[config.mk]
export PLATFORM = sky130hd
export DESIGN_NAME = vx_lsu_req_arb
export DESIGN_NICKNAME = d
export VERILOG_FILES = /design/src/rtl/vx_lsu_pkg.sv /design/src/rtl/vx_rr_arbiter.sv /design/src/rtl/vx_lsu_req_arb.sv
export SDC_FILE = /design/constraint.sdc
export NUM_CORES = 1
export LEC_CHECK = 0
export ABC_CLOCK_PERIOD_IN_PS = 12300
export BUFFER_PORTS_ARGS = -buffer_cell sky130_fd_sc_hd__buf_2
export CAP_MARGIN = 15
export CORE_AREA = 3 3 260 262
export CTS_CLUSTER_SIZE = 10
export DETAILED_ROUTE_END_ITERATION = 8
export DIE_AREA = 0 0 263 265
export GPL_TIMING_DRIVEN = 1
export PLACE_DENSITY = 0.56
export REMOVE_ABC_BUFFERS = 1
export SYNTH_ARGS = -nofsm -noshare
export SYNTH_HDL_FRONTEND = slang
export SYNTH_SLANG_ARGS = --single-unit
[constraint.sdc]
create_clock -name clk -period 12.3 [get_ports clk]
set_input_delay 2.46 -clock clk [delete_from_list [all_inputs] [get_ports clk]]
set_output_delay 2.46 -clock clk [all_outputs]
set_load 0.02 [all_outputs]
[src/rtl/vx_lsu_pkg.sv]
// -----------------------------------------------------------------------------
// vx_lsu_pkg
// Shared types for the LSU request path.
//   lsu_req_t        : flattened LSU request payload (128 bits)
//   LSU_REQ_DATAW    : width of lsu_req_t
//   lsu_skid_entry_t : one slot of the arbiter's output skid buffer
// -----------------------------------------------------------------------------
package vx_lsu_pkg;

    typedef struct packed {
        logic [15:0] uuid;
        logic [3:0]  wid;
        logic [3:0]  tmask;
        logic [31:0] pc;
        logic [3:0]  op_type;
        logic [31:0] store_data;
        logic [19:0] base_addr;
        logic [7:0]  offset;
        logic [5:0]  rd;
        logic        wb;
        logic        is_prefetch;
    } lsu_req_t;

    localparam int unsigned LSU_REQ_DATAW = $bits(lsu_req_t);

    // Wide enough for any realistic channel count; the top uses the low SELW bits.
    localparam int unsigned LSU_SEL_MAXW = 8;

    typedef struct packed {
        lsu_req_t                  req;
        logic                      fence;
        logic [LSU_SEL_MAXW-1:0]   sel;
    } lsu_skid_entry_t;

endpackage

[src/rtl/vx_rr_arbiter.sv]
// -----------------------------------------------------------------------------
// vx_rr_arbiter
// Round-robin arbiter; the search starts at the pointer and the pointer only
// advances (to winner+1) when the caller reports the grant was accepted.
// Ports:
//   clk_i, rst_i       : clock, asynchronous active-high reset (pointer -> 0)
//   req_i              : per-requester request
//   accept_i           : current grant was taken this cycle
//   grant_valid_o      : some requester is granted
//   grant_idx_o        : index of granted requester
//   grant_oh_o         : one-hot grant
// -----------------------------------------------------------------------------
module vx_rr_arbiter #(
    parameter int unsigned NUM_REQS = 4,
    localparam int unsigned SELW    = (NUM_REQS > 1) ? $clog2(NUM_REQS) : 1
) (
    input  logic                clk_i,
    input  logic                rst_i,
    input  logic [NUM_REQS-1:0] req_i,
    input  logic                accept_i,
    output logic                grant_valid_o,
    output logic [SELW-1:0]     grant_idx_o,
    output logic [NUM_REQS-1:0] grant_oh_o
);

    localparam int unsigned IW = SELW + 1;

    logic [SELW-1:0] ptr_q, ptr_d;
    logic [IW-1:0]   sum;
    logic [SELW-1:0] idx;

    // Scan ptr, ptr+1, ... with wrap; first hit wins.
    always_comb begin
        grant_valid_o = 1'b0;
        grant_idx_o   = '0;
        grant_oh_o    = '0;
        sum           = '0;
        idx           = '0;
        for (int unsigned i = 0; i < NUM_REQS; i++) begin
            sum = {1'b0, ptr_q} + IW'(i);
            if (sum >= IW'(NUM_REQS)) begin
                sum = sum - IW'(NUM_REQS);
            end
            idx = SELW'(sum);
            if (!grant_valid_o && req_i[idx]) begin
                grant_valid_o   = 1'b1;
                grant_idx_o     = idx;
                grant_oh_o[idx] = 1'b1;
            end
        end
    end

    always_comb begin
        ptr_d = ptr_q;
        if (accept_i && grant_valid_o) begin
            ptr_d = (grant_idx_o == SELW'(NUM_REQS - 1)) ? '0 : grant_idx_o + 1'b1;
        end
    end

    always_ff @(posedge clk_i or posedge rst_i) begin
        if (rst_i) begin
            ptr_q <= '0;
        end else begin
            ptr_q <= ptr_d;
        end
    end

endmodule

[src/rtl/vx_lsu_req_arb.sv]
// -----------------------------------------------------------------------------
// vx_lsu_req_arb
// Merges NUM_REQS issue channels into one LSU request stream: round-robin
// arbitration, 2-entry skid buffer, strict in-order head gating on the count of
// outstanding non-fence requests (fences wait for zero outstanding).
// Ports:
//   clk, reset                 : clock, asynchronous active-high reset
//   req_valid_in/data_in/fence_in, req_ready_in : per-channel input handshake
//   req_valid_out/data_out/fence_out/sel_out, req_ready_out : LSU side
//   rsp_done_in                : one non-fence request completed
//   pending_count              : outstanding non-fence requests
// Optional (macro VX_LSU_REQ_ARB_PERF_EN):
//   perf_fence_stall, perf_pend_stall : saturating 32-bit stall-cycle counters
// -----------------------------------------------------------------------------
module vx_lsu_req_arb
    import vx_lsu_pkg::*;
#(
    parameter int unsigned NUM_REQS    = 4,
    parameter int unsigned DATAW       = 128,
    parameter int unsigned MAX_PENDING = 16,
    localparam int unsigned SELW       = (NUM_REQS > 1) ? $clog2(NUM_REQS) : 1,
    localparam int unsigned CNTW       = $clog2(MAX_PENDING + 1)
) (
    input  logic                      clk,
    input  logic                      reset,
    input  logic [NUM_REQS-1:0]       req_valid_in,
    input  logic [NUM_REQS*DATAW-1:0] req_data_in,
    input  logic [NUM_REQS-1:0]       req_fence_in,
    output logic [NUM_REQS-1:0]       req_ready_in,
    output logic                      req_valid_out,
    output logic [DATAW-1:0]          req_data_out,
    output logic                      req_fence_out,
    output logic [SELW-1:0]           req_sel_out,
    input  logic                      req_ready_out,
    input  logic                      rsp_done_in,
    output logic [CNTW-1:0]           pending_count
`ifdef VX_LSU_REQ_ARB_PERF_EN
    ,
    output logic [31:0]               perf_fence_stall,
    output logic [31:0]               perf_pend_stall
`endif
);

    logic                  grant_valid;
    logic [SELW-1:0]       grant_idx;
    logic [NUM_REQS-1:0]   grant_oh;

    lsu_skid_entry_t       buf_q [2];
    logic                  rd_ptr_q, rd_ptr_d;
    logic                  wr_ptr_q, wr_ptr_d;
    logic [1:0]            cnt_q, cnt_d;
    logic [CNTW-1:0]       pend_q, pend_d;

    lsu_skid_entry_t       in_entry;
    lsu_skid_entry_t       head;
    logic                  full, empty, push, pop, head_ok, inc, dec;
    logic                  unused_sel_hi;

    // Grant depends only on buffer occupancy, never on req_ready_out.
    assign full = (cnt_q == 2'd2);
    assign empty = (cnt_q == 2'd0);
    assign push = grant_valid & ~full & ~reset;

    vx_rr_arbiter #(
        .NUM_REQS (NUM_REQS)
    ) u_arb (
        .clk_i         (clk),
        .rst_i         (reset),
        .req_i         (req_valid_in),
        .accept_i      (push),
        .grant_valid_o (grant_valid),
        .grant_idx_o   (grant_idx),
        .grant_oh_o    (grant_oh)
    );

    assign req_ready_in = grant_oh & {NUM_REQS{~full & ~reset}};

    always_comb begin
        in_entry       = '0;
        in_entry.req   = req_data_in[grant_idx*DATAW +: DATAW];
        in_entry.fence = req_fence_in[grant_idx];
        in_entry.sel   = LSU_SEL_MAXW'(grant_idx);
    end

    assign head = buf_q[rd_ptr_q];
    assign head_ok = head.fence ? (pend_q == '0) : (pend_q < CNTW'(MAX_PENDING));

    assign req_valid_out = ~empty & head_ok;
    assign req_data_out = empty ? '0 : head.req;
    assign req_fence_out = ~empty & head.fence;
    assign req_sel_out = empty ? '0 : head.sel[SELW-1:0];
    assign unused_sel_hi = ^head.sel;
    assign pending_count = pend_q;

    assign pop = req_valid_out & req_ready_out;
    assign inc = pop & ~head.fence;
    assign dec = rsp_done_in;

    always_comb begin
        rd_ptr_d = rd_ptr_q ^ pop;
        wr_ptr_d = wr_ptr_q ^ push;
        cnt_d    = cnt_q;
        case ({push, pop})
            2'b10:   cnt_d = cnt_q + 2'd1;
            2'b01:   cnt_d = cnt_q - 2'd1;
            default: cnt_d = cnt_q;
        endcase
    end

    // Same-cycle inc/dec cancel; a dec with nothing outstanding is dropped.
    always_comb begin
        pend_d = pend_q;
        if (inc && !dec) begin
            pend_d = pend_q + 1'b1;
        end else if (!inc && dec && (pend_q != '0)) begin
            pend_d = pend_q - 1'b1;
        end
    end

    always_ff @(posedge clk or posedge reset) begin
        if (reset) begin
            for (int unsigned i = 0; i < 2; i++) begin
                buf_q[i] <= '0;
            end
            rd_ptr_q <= 1'b0;
            wr_ptr_q <= 1'b0;
            cnt_q    <= '0;
            pend_q   <= '0;
        end else begin
            if (push) begin
                buf_q[wr_ptr_q] <= in_entry;
            end
            rd_ptr_q <= rd_ptr_d;
            wr_ptr_q <= wr_ptr_d;
            cnt_q    <= cnt_d;
            pend_q   <= pend_d;
        end
    end

    a_no_dec_underflow: assert property (
        @(posedge clk) disable iff (reset) !(dec && !inc && (pend_q == '0))
    );

`ifdef VX_LSU_REQ_ARB_PERF_EN
    logic [31:0] perf_fence_q, perf_fence_d;
    logic [31:0] perf_pend_q, perf_pend_d;
    logic        fence_stall, pend_stall;

    assign fence_stall = ~empty & head.fence & (pend_q != '0);
    assign pend_stall = ~empty & ~head.fence & (pend_q == CNTW'(MAX_PENDING));

    always_comb begin
        perf_fence_d = perf_fence_q;
        perf_pend_d  = perf_pend_q;
        if (fence_stall && (perf_fence_q != '1)) perf_fence_d = perf_fence_q + 32'd1;
        if (pend_stall && (perf_pend_q != '1)) perf_pend_d = perf_pend_q + 32'd1;
    end

    always_ff @(posedge clk or posedge reset) begin
        if (reset) begin
            perf_fence_q <= '0;
            perf_pend_q  <= '0;
        end else begin
            perf_fence_q <= perf_fence_d;
            perf_pend_q  <= perf_pend_d;
        end
    end

    assign perf_fence_stall = perf_fence_q;
    assign perf_pend_stall = perf_pend_q;
`endif

endmodule
# Word level (Yosys, flattened, before mapping)
# Cells that the tools add are included.
# op_classes
n_lt_le_gt_ge	17
bitwise_logic	19
reduce_logical	22
muxes	47
eq_ne	4
shifts	1
addsub	12
# ops
operator	n
$mux 137	4
$shiftx 512x10->128	1
$bwmux 274	1
$demux 137 s1	1
$mux 128	1
$mux 2	10
$mux 4	4
$lt 2x3->1 const B	5
$mux 1	14
$logic_and 1x1->1	12
$or 4x4->4	3
$bmux 1 s2	5
$mux 5	2
$sub 2x1->2 const B	5
$ge 3x3->1 const B	3
$demux 1 s2	4
$ge 2x1->1 const B	4
$and 1x1->1	7
$add 2x2->3 const B	2
$eq 2x2->1 const B	3
$add 5x1->5 const B	1
$logic_not 1->1	5
$logic_not 5->1	1
$lt 5x5->1 const B	1
other kinds (15)	23
# totals
regBits	285
wordCells	153
output_inout_bits	141

# Depth between registers and ports, before layout
# logic_depth
ltp_word	18
ltp_mapped	11
depth_no_buf	10

# By module
# A second synthesis with hierarchy kept.
# hier_totals
cells_unflattened	1138
hier_area_um2	15904.0
# modules_own_cells
module	area_each_um2	cells_each	instances	seq_area_each_um2
vx_lsu_req_arb	15369.7	1079	1	6781.5
vx_rr_arbiter	534.3	59	1	50.0

# Worst setup path before layout
# OpenSTA, ideal clock, no wires.
# synth_path
path_kind	input to output
startpoint	input port reset
endpoint	output port req_ready_in[0]
arrival_ps	9816
path_buffers	0
t_required_ps	9840
path_stages	3
path_slack_ps	24
cell_sequence	inv_1 o21ai_1 nor2_1
# synth_via
elab_chain_len	3
# synth_rtl
element	line	rtl
start, declared	vx_lsu_req_arb.sv:25	input logic reset,
$not 1->1	vx_lsu_req_arb.sv:76	assign req_ready_in = grant_oh & {NUM_REQS{~full & ~reset}};
$and 1x1->1	vx_lsu_req_arb.sv:76	
$and 4x4->4	vx_lsu_req_arb.sv:76	
end, declared	vx_lsu_req_arb.sv:29	output logic [NUM_REQS-1:0] req_ready_in,
# Every way passes these cells.

# Worst setup path in the final report
# layout_path
startpoint	input port req_valid_in[2]
endpoint	output port req_ready_in[3]
# layout_via
elab_chain_len	13
elab_cells_between_ends	25
# layout_rtl
element	line	rtl
start, declared	vx_lsu_req_arb.sv:26	input logic [NUM_REQS-1:0] req_valid_in,
$bmux 1 s2	vx_rr_arbiter.sv:45	if (!grant_valid_o && req_i[idx]) begin
$mux 1 (not written as such)	vx_rr_arbiter.sv:45	
$mux 1	vx_rr_arbiter.sv:45	
$logic_not 1->1	vx_rr_arbiter.sv:45	
$logic_and 1x1->1	vx_rr_arbiter.sv:45	
$mux 1	vx_rr_arbiter.sv:45	
$logic_not 1->1	vx_rr_arbiter.sv:45	
$logic_and 1x1->1	vx_rr_arbiter.sv:45	
$mux 1	vx_rr_arbiter.sv:45	
$logic_not 1->1	vx_rr_arbiter.sv:45	
$logic_and 1x1->1	vx_rr_arbiter.sv:45	
$mux 4 *	vx_rr_arbiter.sv:45	
$and 4x4->4 *	vx_lsu_req_arb.sv:76	
# Mark *: on every way between the ends. The rest lies on a longest branch, timed or not. The select of a mux whose other input is x is not followed.

==> impl_results.md <==
* CTS H-tree lvls at 2
* Clock buffers created by TritonCTS at 35
* Setup crit start kind: input port
* Outcome: completed
* Async set-reset flop share out of synthesis at 1.00
* Netlist area before placement at ~17000 um2
* Mean instance size in the synthesized netlist at around 11 um2
* Total Routed Length at 64000 um
* Worst Tran Pin Value at approximately 1100 ps
* Final cycle utilization of the critical path at 0.555
* Number of fill cells in the layout at 6702
* Category of the worst setup path capture point: output pin
* First-pass GRT wire length at 98100 um
* Flip-flop and latch count after synthesis at approximately 270
* Number of rows created at floorplan at 94
* Sw Share at 0.475
* Post-synthesis to final-layout area growth at 28.5%
* Cell internal pwr at approximately 3500 uW
* Routed vias/inst at 5.12
* Cells after Synth at 1619
* CTS root buffer: clkbuf_16
* Clock tree from TritonCTS: done
* Fraction of layout instances using a drive strength above 1 at 0.367
* Clock Sink Count at 273
* Count of distinct cell types in the synthesized netlist at 48
* Worst VDD drop at around 240 uV
* Hold Buf Count CTS at 0
* Total count of max-transition violations in the final report at 0
* Worst hold path class: flip-flop to flip-flop
* Final Critical Period at 6830 ps
* Effective utilization at floorplan at 0.262
* Antenna violations before repair at 6
* Routed length per placed instance at about 21 um
* Fmax at 146 MHz
* Sequential cell area at slightly below 7000 um2
* Main synth FF type: dfrtp_1
* Clock latency reported for the late side of the worst-skew pair at 520 ps
* Placed Cells incl. Taps at 3008
* Area of the multi-input gates at about 9600 um2
* Net switching power of the design at 3210 uW
* Worst Skew at 13.3 ps
* Worst EP arrival at 4370 ps
* Count of vias placed by the detailed router at 15700
* Crit path required time at 9840 ps
* GRT Util Overall at 0.176
* Die Ht at 265 um
* Unrepaired setup endpoints after global routing: no
* Final standard cell count with taps included and fillers excluded at approximately 3000
* Maximum number of pins on one net before global-route repair at 130
* Clock Path Buffers at 3
* Number of optimization iterations in the first detailed-route pass at 5
* Buffers inserted by post-CTS timing repair at 0
* Number of flops mapped to enable cells by yosys at 0
* Number of global-route vias before repair at 16900
* Number of antenna-violating nets in the routed design at 0
* Areal power density over the cells at 306 nW/um2
* Resized Gates After CTS at 0
* GRT overflow at 0
* Area of the core region at 65600 um2
* Leakage power at ~0.011 uW
* Die ar. at 69700 um2
* Crit Path Class: input port to output pin
* Final core utilization at 0.336
* Clock power frac at 0.146
* Total number of yosys warnings at 0
* Portion of the post-synthesis area used by sequential elements at 0.397
* DRC violations left at 0
* Port-buffer cells at 664
* Drt first-iter violations at roughly 770
* Number of placed I/O pins at 665
* Final Hold Vio Count at 0
* Comb pwr share at 0.614
* Routability-driven placement congestion ratio at between 0.9 and 1
* Horizontal extent of the die at 263 um
* # Max-Cap Violations at 0
* HPWL reported at the end of detailed placement at 43700 um
* Count of endpoints failing setup in the final report at 0
* Worst-path maximum fanout at 11
* NumNets Final at 2720
* Share of total power in sequential cells at 0.240
* Clock slew at reported path FFs at 50 ps
* Worst slew margin relative to its limit at 0.244
[cells in the final DEF (no fill, tap or decap), types with 4 or more instances in the layout]
| master | synthesis | routed |
|---|---|---|
| buf_2 | 18 | 664 |
| mux2i_1 | 375 | 375 |
| dfrtp_1 | 273 | 272 |
| nand2b_1 | 219 | 219 |
| o221ai_1 | 218 | 218 |
| nor2_1 | 195 | 194 |
| a211oi_2 | 58 | 58 |
| clkbuf_16 | 0 | 37 |
| a211oi_1 | 22 | 22 |
| and3_1 | 20 | 20 |
| buf_4 | 13 | 13 |
| ha_1 | 13 | 11 |
| clkbuf_8 | 0 | 9 |
| inv_1 | 8 | 7 |
| xnor2_1 | 7 | 7 |
| clkbuf_1 | 92 | 7 |
| a21oi_1 | 6 | 6 |
| diode_2 | 0 | 4 |
| a22oi_1 | 4 | 4 |
| a221oi_1 | 4 | 4 |
[registers in the layout, summed over array words and instances (netlist names), named ones only]
signal / count
wr_ptr_q: 1
pending_count: 5
cnt_q: 2
buf_q: 262
u_arb.ptr_q: 1
rd_ptr_q: 1
[power by group through the flow]
stage,registers [uW],logic [uW],clock network [uW]
after floorplan,1630,3140,0
after global placement,1600,4060,0
after detailed placement,1630,4160,0
after CTS,1620,4180,1020
after global routing,1670,4490,1050
final,1620,4150,988
[cells in the mapped netlist (all sizes together), types with 2 or more instances]
library cell    n  area share
a22oi           4      0.0017
nor4            2     0.00073
dfrtp         273        0.40
xnor2           7      0.0036
and3           20      0.0073
buf            61       0.027
clkbuf         92       0.020
nand2b        219       0.080
mux4            3      0.0039
ha             13      0.0095
nor2          195       0.043
xor2            2      0.0010
a211oi         80       0.052
nor2b           2      0.0012
a221oi          4      0.0020
mux2            3      0.0020
o221ai        218        0.11
a21oi           6      0.0017
a21o            2     0.00087
o21ai           4      0.0018
inv             8      0.0017
and2            4      0.0017
nand2           8      0.0041
mux2i         375        0.22
[worst paths after layout]
kind,from,endpoint,slack [ps],cells past startpoint
max,req_valid_in[2],req_ready_in[3],5470,7
min,buf_q[216]$_DFFE_PP0P_,buf_q[216]$_DFFE_PP0P_,490,2
max reg2reg,flip-flop,buf_q[122]$_DFFE_PP0P_,7190,9
min reg2reg,buf_q[216]$_DFFE_PP0P_,buf_q[216]$_DFFE_PP0P_,490,2
max in group asynchronous,reset,buf_q[20]$_DFFE_PP0P_,8220,4
min in group asynchronous,reset,buf_q[167]$_DFFE_PP0P_,1970,2
[per-layer routing]
metal,global-route usage,part of all wire
met3,0.0390,0.061
met1,0.213,0.41
met4,0.0530,0.026
met2,0.310,0.50
met5,0,0.00075
[metrics by stage]
step	hold slack (ps)	setup WS (ps)	area (um2)	setup TNS (ps)	power (uW)
2_1_floorplan	459	-2790	16400	-650720	4780
3_3_place_gp	475	5420	21000	0	5670
3_5_place_dp	479	5420	21000	0	5800
4_1_cts	497	5480	22100	0	6820
5_1_grt	507	5210	22100	0	7220
6_report	494	5470	22100	0	6760
[cell type report]
cell class / instances / area share
multi-input combinational: 1185 / 0.434
sequential: 273 / 0.310
timing repair buffer: 679 / 0.156
tap: 864 / 0.0490
clock buffer: 53 / 0.0487
inverter: 8 / 0.00170
antenna: 4 / 0.000453
clock inverter: 1 / 0.000227
[cells by family after synthesis]
| kind of cell | count (synthesis) | share of synthesized area |
|---|---|---|
| AND/OR/NAND/NOR | 456 | 0.140 |
| multiplexers | 381 | 0.224 |
| AO/OA/AOI/OAI | 325 | 0.175 |
| flip-flops | 273 | 0.397 |
| buffers and inverters | 161 | 0.0485 |
| adder cells (fa/ha/maj) | 14 | 0.0106 |
| XOR/XNOR | 9 | 0.00459 |
[critical path, stage by stage]
cell      delay (ps)
buf_2            150
mux2i_1          250
mux2i_1          340
nor4b_1          680
a221oi_1         180
nor2_1           140
buf_2            180
No activity file was read; power rests on OpenSTA's default activity.
